`src/rtl/ddf_pkg.sv`:
```
// ddf_pkg: shared definitions for the round-robin accumulator scheduler.
//   state_t / IDLE..OUT : scheduler FSM encoding (3-bit)
//   clog2()             : ceiling log2, used to size flow ids
package ddf_pkg;

    typedef logic [2:0] state_t;

    localparam state_t IDLE  = 3'd0;
    localparam state_t HDR   = 3'd1;
    localparam state_t FETCH = 3'd2;
    localparam state_t ACC   = 3'd3;
    localparam state_t OUT   = 3'd4;

    function automatic int clog2(input int n);
        int r;
        r = 0;
        while ((1 << r) < n) r++;
        return r;
    endfunction

endpackage

```
`src/rtl/ddf_rr_arbiter.sv`:
```
// ddf_rr_arbiter: round-robin pointer plus combinational search.
//   ck_i, rst_i   : clock, synchronous active-high reset
//   req_i         : per-flow request (header FIFO not empty)
//   upd_i         : a grant was taken this cycle; pointer moves to upd_id_i
//   upd_id_i      : flow that was granted
//   gnt_valid_o   : some flow requests
//   gnt_id_o      : first requesting flow after the pointer, with wrap
module ddf_rr_arbiter
    import ddf_pkg::*;
#(
    parameter int NFLOW = 2,
    parameter int FID_W = clog2(NFLOW)
) (
    input  logic             ck_i,
    input  logic             rst_i,
    input  logic [NFLOW-1:0] req_i,
    input  logic             upd_i,
    input  logic [FID_W-1:0] upd_id_i,
    output logic             gnt_valid_o,
    output logic [FID_W-1:0] gnt_id_o
);

    logic [FID_W-1:0] rr_ptr_q, rr_ptr_d;

    assign rr_ptr_d = upd_i ? upd_id_i : rr_ptr_q;

    // Pointer starts at the last flow so flow 0 is searched first.
    always_ff @(posedge ck_i) begin
        if (rst_i) rr_ptr_q <= FID_W'(NFLOW - 1);
        else       rr_ptr_q <= rr_ptr_d;
    end

    // Walk offsets from farthest to nearest so the nearest requester after
    // the pointer is the one left standing. The pointer is always < NFLOW,
    // so a single subtract is enough to wrap.
    always_comb begin
        int               idx;
        logic [FID_W-1:0] idx_w;
        gnt_valid_o = 1'b0;
        gnt_id_o    = '0;
        idx         = 0;
        idx_w       = '0;
        for (int k = NFLOW; k >= 1; k--) begin
            idx = int'(rr_ptr_q) + k;
            if (idx >= NFLOW) idx = idx - NFLOW;
            idx_w = idx[FID_W-1:0];
            if (req_i[idx_w]) begin
                gnt_valid_o = 1'b1;
                gnt_id_o    = idx_w;
            end
        end
    end

endmodule

```
`src/rtl/ddf_rr_acc_scheduler.sv`:
```
// ddf_rr_acc_scheduler: packet-granular round-robin scheduler feeding one
// shared accumulator. A granted flow keeps the grant for its whole packet;
// the packet's words are summed and {flow_id, sum} is written out.
//   ck_i, rst_i   : clock, synchronous active-high reset
//   nda_data_i    : per-flow packet length words, flow i at [i*WIDTH_NDA +: WIDTH_NDA]
//   nda_empty_i   : per-flow length FIFO empty
//   nda_read_o    : per-flow length FIFO read strobe (one-hot or 0)
//   in_data_i     : per-flow data words, flow i at [i*WIDTH +: WIDTH]
//   in_empty_i    : per-flow data FIFO empty
//   in_read_o     : per-flow data FIFO read strobe (one-hot or 0)
//   full_i        : output FIFO full
//   wr_o          : output FIFO write strobe
//   out_data_o    : {flow_id, sum}, straight from registers
//   busy_o        : FSM not idle
module ddf_rr_acc_scheduler
    import ddf_pkg::*;
#(
    parameter int WIDTH     = 32,
    parameter int WIDTH_NDA = 4,
    parameter int NFLOW     = 2,
    parameter int FID_W     = 1
) (
    input  logic                       ck_i,
    input  logic                       rst_i,
    input  logic [NFLOW*WIDTH_NDA-1:0] nda_data_i,
    input  logic [NFLOW-1:0]           nda_empty_i,
    output logic [NFLOW-1:0]           nda_read_o,
    input  logic [NFLOW*WIDTH-1:0]     in_data_i,
    input  logic [NFLOW-1:0]           in_empty_i,
    output logic [NFLOW-1:0]           in_read_o,
    input  logic                       full_i,
    output logic                       wr_o,
    output logic [FID_W+WIDTH-1:0]     out_data_o,
    output logic                       busy_o
);

    state_t                 state_q, state_d;
    logic [WIDTH-1:0]       acc_q, acc_d;
    logic [WIDTH_NDA-1:0]   rem_q, rem_d;
    logic [FID_W-1:0]       gnt_q, gnt_d;

    logic                   arb_valid;
    logic [FID_W-1:0]       arb_id;
    logic                   take;

    logic [WIDTH_NDA-1:0]   nda_w [NFLOW];
    logic [WIDTH-1:0]       in_w  [NFLOW];
    logic [WIDTH_NDA-1:0]   nda_len;
    logic [WIDTH-1:0]       in_word;
    logic                   in_avail;

    for (genvar i = 0; i < NFLOW; i++) begin : g_slice
        assign nda_w[i] = nda_data_i[i*WIDTH_NDA +: WIDTH_NDA];
        assign in_w[i]  = in_data_i[i*WIDTH +: WIDTH];
    end

    assign nda_len  = nda_w[gnt_q];
    assign in_word  = in_w[gnt_q];
    assign in_avail = !in_empty_i[gnt_q];

    // The pointer only moves when a header is actually read.
    assign take = (state_q == IDLE) && arb_valid && !rst_i;

    ddf_rr_arbiter #(.NFLOW(NFLOW), .FID_W(FID_W)) u_arb (
        .ck_i        (ck_i),
        .rst_i       (rst_i),
        .req_i       (~nda_empty_i),
        .upd_i       (take),
        .upd_id_i    (arb_id),
        .gnt_valid_o (arb_valid),
        .gnt_id_o    (arb_id)
    );

    // State register
    always_ff @(posedge ck_i) begin
        if (rst_i) state_q <= IDLE;
        else       state_q <= state_d;
    end

    // Next state
    always_comb begin
        state_d = state_q;
        case (state_q)
            IDLE:    if (arb_valid) state_d = HDR;
            HDR: begin
                if (nda_len == '0)  state_d = IDLE;   // empty packet dropped
                else if (in_avail)  state_d = ACC;
                else                state_d = FETCH;
            end
            FETCH:   if (in_avail) state_d = ACC;
            ACC: begin
                if (rem_q == WIDTH_NDA'(1)) state_d = OUT;
                else if (!in_avail)         state_d = FETCH;
            end
            OUT:     if (!full_i) state_d = IDLE;
            default: state_d = IDLE;
        endcase
    end

    // Datapath next state; a word read in HDR/FETCH/ACC lands here in ACC.
    always_comb begin
        acc_d = acc_q;
        rem_d = rem_q;
        gnt_d = gnt_q;
        case (state_q)
            IDLE: if (arb_valid) begin
                gnt_d = arb_id;
                acc_d = '0;
            end
            HDR:  rem_d = nda_len;
            ACC: begin
                acc_d = acc_q + in_word;
                rem_d = rem_q - WIDTH_NDA'(1);
            end
            default: ;
        endcase
    end

    always_ff @(posedge ck_i) begin
        if (rst_i) begin
            acc_q <= '0;
            rem_q <= '0;
            gnt_q <= '0;
        end else begin
            acc_q <= acc_d;
            rem_q <= rem_d;
            gnt_q <= gnt_d;
        end
    end

    // Strobes; held off during reset so no FIFO word is consumed and lost.
    always_comb begin
        nda_read_o = '0;
        in_read_o  = '0;
        wr_o       = 1'b0;
        if (!rst_i) begin
            case (state_q)
                IDLE:  if (arb_valid) nda_read_o = NFLOW'(1) << arb_id;
                HDR:   if (nda_len != '0 && in_avail) in_read_o = NFLOW'(1) << gnt_q;
                FETCH: if (in_avail) in_read_o = NFLOW'(1) << gnt_q;
                ACC:   if (rem_q != WIDTH_NDA'(1) && in_avail) in_read_o = NFLOW'(1) << gnt_q;
                OUT:   wr_o = !full_i;
                default: ;
            endcase
        end
    end

    assign busy_o     = (state_q != IDLE);
    assign out_data_o = {gnt_q, acc_q};

endmodule

```
`config.mk`:
```
export PLATFORM = sky130hd
export DESIGN_NAME = ddf_rr_acc_scheduler
export DESIGN_NICKNAME = d
export VERILOG_FILES = /design/src/rtl/ddf_pkg.sv /design/src/rtl/ddf_rr_arbiter.sv /design/src/rtl/ddf_rr_acc_scheduler.sv
export SDC_FILE = /design/constraint.sdc
export NUM_CORES = 1
export LEC_CHECK = 0
export CAP_MARGIN = 0
export CORE_UTILIZATION = 51
export DETAILED_ROUTE_END_ITERATION = 8
export GPL_TIMING_DRIVEN = 0
export PLACE_DENSITY = 0.95
export SLEW_MARGIN = 25
export SYNTH_ARGS = -nofsm -noshare
export SYNTH_HDL_FRONTEND = slang
export SYNTH_SLANG_ARGS = --single-unit
```
`constraint.sdc`:
```
create_clock -name ck_i -period 5.25 [get_ports ck_i]
set_input_delay 0.525 -clock ck_i [delete_from_list [all_inputs] [get_ports ck_i]]
set_output_delay 0.525 -clock ck_i [all_outputs]
set_load 0.02 [all_outputs]
```
==> impl_results.md <==
* Status: finished clean
* RSZ-0062 raised after global routing: false
* Arr. time, crit path at 4.17 ns
* Syn nets at 588
* RePlAce Congestion at 0.918
* DR DRC count at 0
* Starting Density at 0.536
* Commonest non-fill, non-tap cells in the layout: clkdlybuf4s50_1 (116), nand2_1 (55), o21ai_0 (47)
* Vias in the first global route at 4,061
* Startpoint Class: flip-flop
* Clock Sinks at 41
* Gate Count Post-Synth at 475
* Fillers at 562
* GRT Residual Overflow at 0
* Seq/Total Area, Yosys at 0.222
* Ant diodes at 0
* Resized Gates After CTS at 0
* Worst slack after detailed placement at 1.27 ns
* First-pass GRT wire length at 17.5 mm
* Core area at 6910 µm²
* CP Class: reg2reg
* Minimum clock period at 4.00 ns
* Max_cap viols at 0
* Vias per cell at 5.88
* # port buffers at 116
* Tot GR Track Use at 0.286
* Die ar. at 7600 µm²
* CP Capture Type: flip-flop
* Slew HR at 0.543
* Clk Latency, worst-skew pair at 0.30 ns
* Main flop type after synthesis: dfxtp_1
* H-Tree Depth at 2
* Non-filler instance count after layout at 695
* Clk_skew at 0.00744 ns
* Peak supply drop at 0.119 mV
* Via count at 4,088
* Worst min-delay path category: reg2reg
* Final Hold Violating Endpoints at 0
* Crit path max fanout at 10
* Hold Buf Count CTS at 0
* P_leak at 0.00199 µW
* CP required at 5.42 ns
* Synth unique cells at 52
* DP Cell Count at 687
* Commonest non-fill, non-tap cell in the layout: clkdlybuf4s50_1
* Yosys reg bits at 41
* Post-CTS setup buffers at 0
* Layout area overhead at 36.9%
* Hpwl dp at 8.47 mm
* Initial antenna violation count at 0
* Worst Max-Slew Pin Slew at 0.685 ns
* Count of endpoints failing setup in the final report at 0
* Post-synth EDFFs at 0
* Synth warn at 0
* Crit path from: gnt_q$_SDFFE_PP0P_
* DRT antenna net count at 0
* # rows at 30
* CTS Buf Count at 5
* Fin util at 0.733
* Worst Setup Slack, final at 1.25 ns
* Top-Level Pins at 118
* Clock Pin Slew Worst Setup and Hold Paths at 0.08 ns
* Hold path startpoint: acc_q[22]$_SDFFE_PP0P_
* Wire per inst at 15.3 µm
* Avg Cell Area, Syn at 7.79 µm²
* Pin count of the biggest net entering global routing at 13
* CTS root buffer: clkbuf_8
* Post-synth ARST share at 0
* Setup TNS at 0 ns
* RR Startpoint: gnt_q$_SDFFE_PP0P_
* Die extent in y at 87.2 µm
* TritonCTS clock tree: yes
* Die X at 87.2 µm
* Pre-antenna DRT Iters at 5
* Bufs on Longest Clock Path at 2
* Drt initial violations at 253
* Post-Synthesis Cell Area at 3700 µm²
* Min Hold Slack at 0.487 ns
* Final wirelength at 10.6 mm
* Power Dens Cells at 206 nW/µm²
* Period Utilization, post-route at 0.762
* Pins Over Slew Limit at 0
* FMAX at 0.250 GHz
* Nets@finish at 711
* Share of layout cells above drive strength 1 at 0.0851
==> state kept, by name, summed over array words and instances (netlist names) <==
signal	flops
acc_q	32
rem_q	4
state_q	3
gnt_q	1
u_arb.rr_ptr_q	1
==> logic make-up (layout without fill, tap and decap cells) <==
kind of cell | Yosys count | after routing | share of synthesized area
xor+xnor | 27 | 27 | 0.0639
buf+inv | 39 | 163 | 0.0426
flops | 41 | 41 | 0.222
mux | 38 | 38 | 0.113
fa+ha+maj | 34 | 34 | 0.117
compound gates | 151 | 151 | 0.261
simple gates | 145 | 145 | 0.181
==> area by class of cell <==
cell class | count | area (µm²) | area share
clock inverters | 2 | 10.0 | 0.00198
multi-input cells | 395 | 2720 | 0.537
plain buffers | 24 | 101 | 0.0200
clock buffers | 6 | 72.6 | 0.0143
well taps | 96 | 120 | 0.0237
inverters | 15 | 56.3 | 0.0111
flip-flops and latches | 41 | 821 | 0.162
repair buffers | 116 | 1160 | 0.229
==> worst paths after layout <==
kind / end / slack (ns) / depth (start not counted)
hold / removal: acc_q[22]$_SDFFE_PP0P_ / 0.49 / 2
setup reg to reg: acc_q[17]$_SDFFE_PP0P_ / 1.25 / 13
hold reg to reg: acc_q[22]$_SDFFE_PP0P_ / 0.49 / 2
setup / recovery: acc_q[17]$_SDFFE_PP0P_ / 1.25 / 13
==> where the power goes <==
group,switching [µW],internal (µW),total (µW)
Combinational,256,224,480
Sequential,19.7,332,351
Clock,119,92.5,211
==> metal layers <==
metal	global-route usage	part of all wire	up-vias
met5	0	0	-
met4	0.103	0.021	0
met3	0.0493	0.064	29
met2	0.530	0.51	192
met1	0.329	0.41	1873
li1	-	-	1994
==> per-stage QoR <==
stage          total power (µW)  cell area [µm²]
2_1_floorplan               668             3700
3_3_place_gp                812             4980
3_5_place_dp                831             4980
4_1_cts                    1040             5060
5_1_grt                    1100             5060
6_report                   1040             5060
==> worst max-delay path: stages, from the launching register on <==
cell	delay (ns)
dfxtp_1	0.33
clkbuf_1	0.28
buf_2	0.34
buf_1	0.57
mux2i_1	0.38
inv_1	0.08
ha_1	0.29
a211oi_1	0.32
o211ai_1	0.19
a21oi_2	0.26
o21ai_0	0.18
a311oi_1	0.42
xor2_1	0.17
o21ai_0	0.08
==> cells in the mapped netlist (6+ instances only) <==
cell      number  area (µm²)
nand2_1       55         206
o211ai_1       7        52.6
nand2b_1       7        43.8
mux2i_1        7        70.1
a211oi_1       6        45.0
nand3_1        9        45.0
inv_1         15        56.3
nor3_1        10        50.1
xor2_1        16         140
a22oi_1       12        90.1
dfxtp_1       41         821
clkbuf_1      16        60.1
a21o_1         7        52.6
mux2_2        31         349
a31oi_1        6        37.5
o21ai_0       47         235
nor2_1        37         139
ha_1          33         413
nand4_1        6        37.5
a21oi_1       34         170
xnor2_1       11        96.3
(Power assumes the default switching activity.)
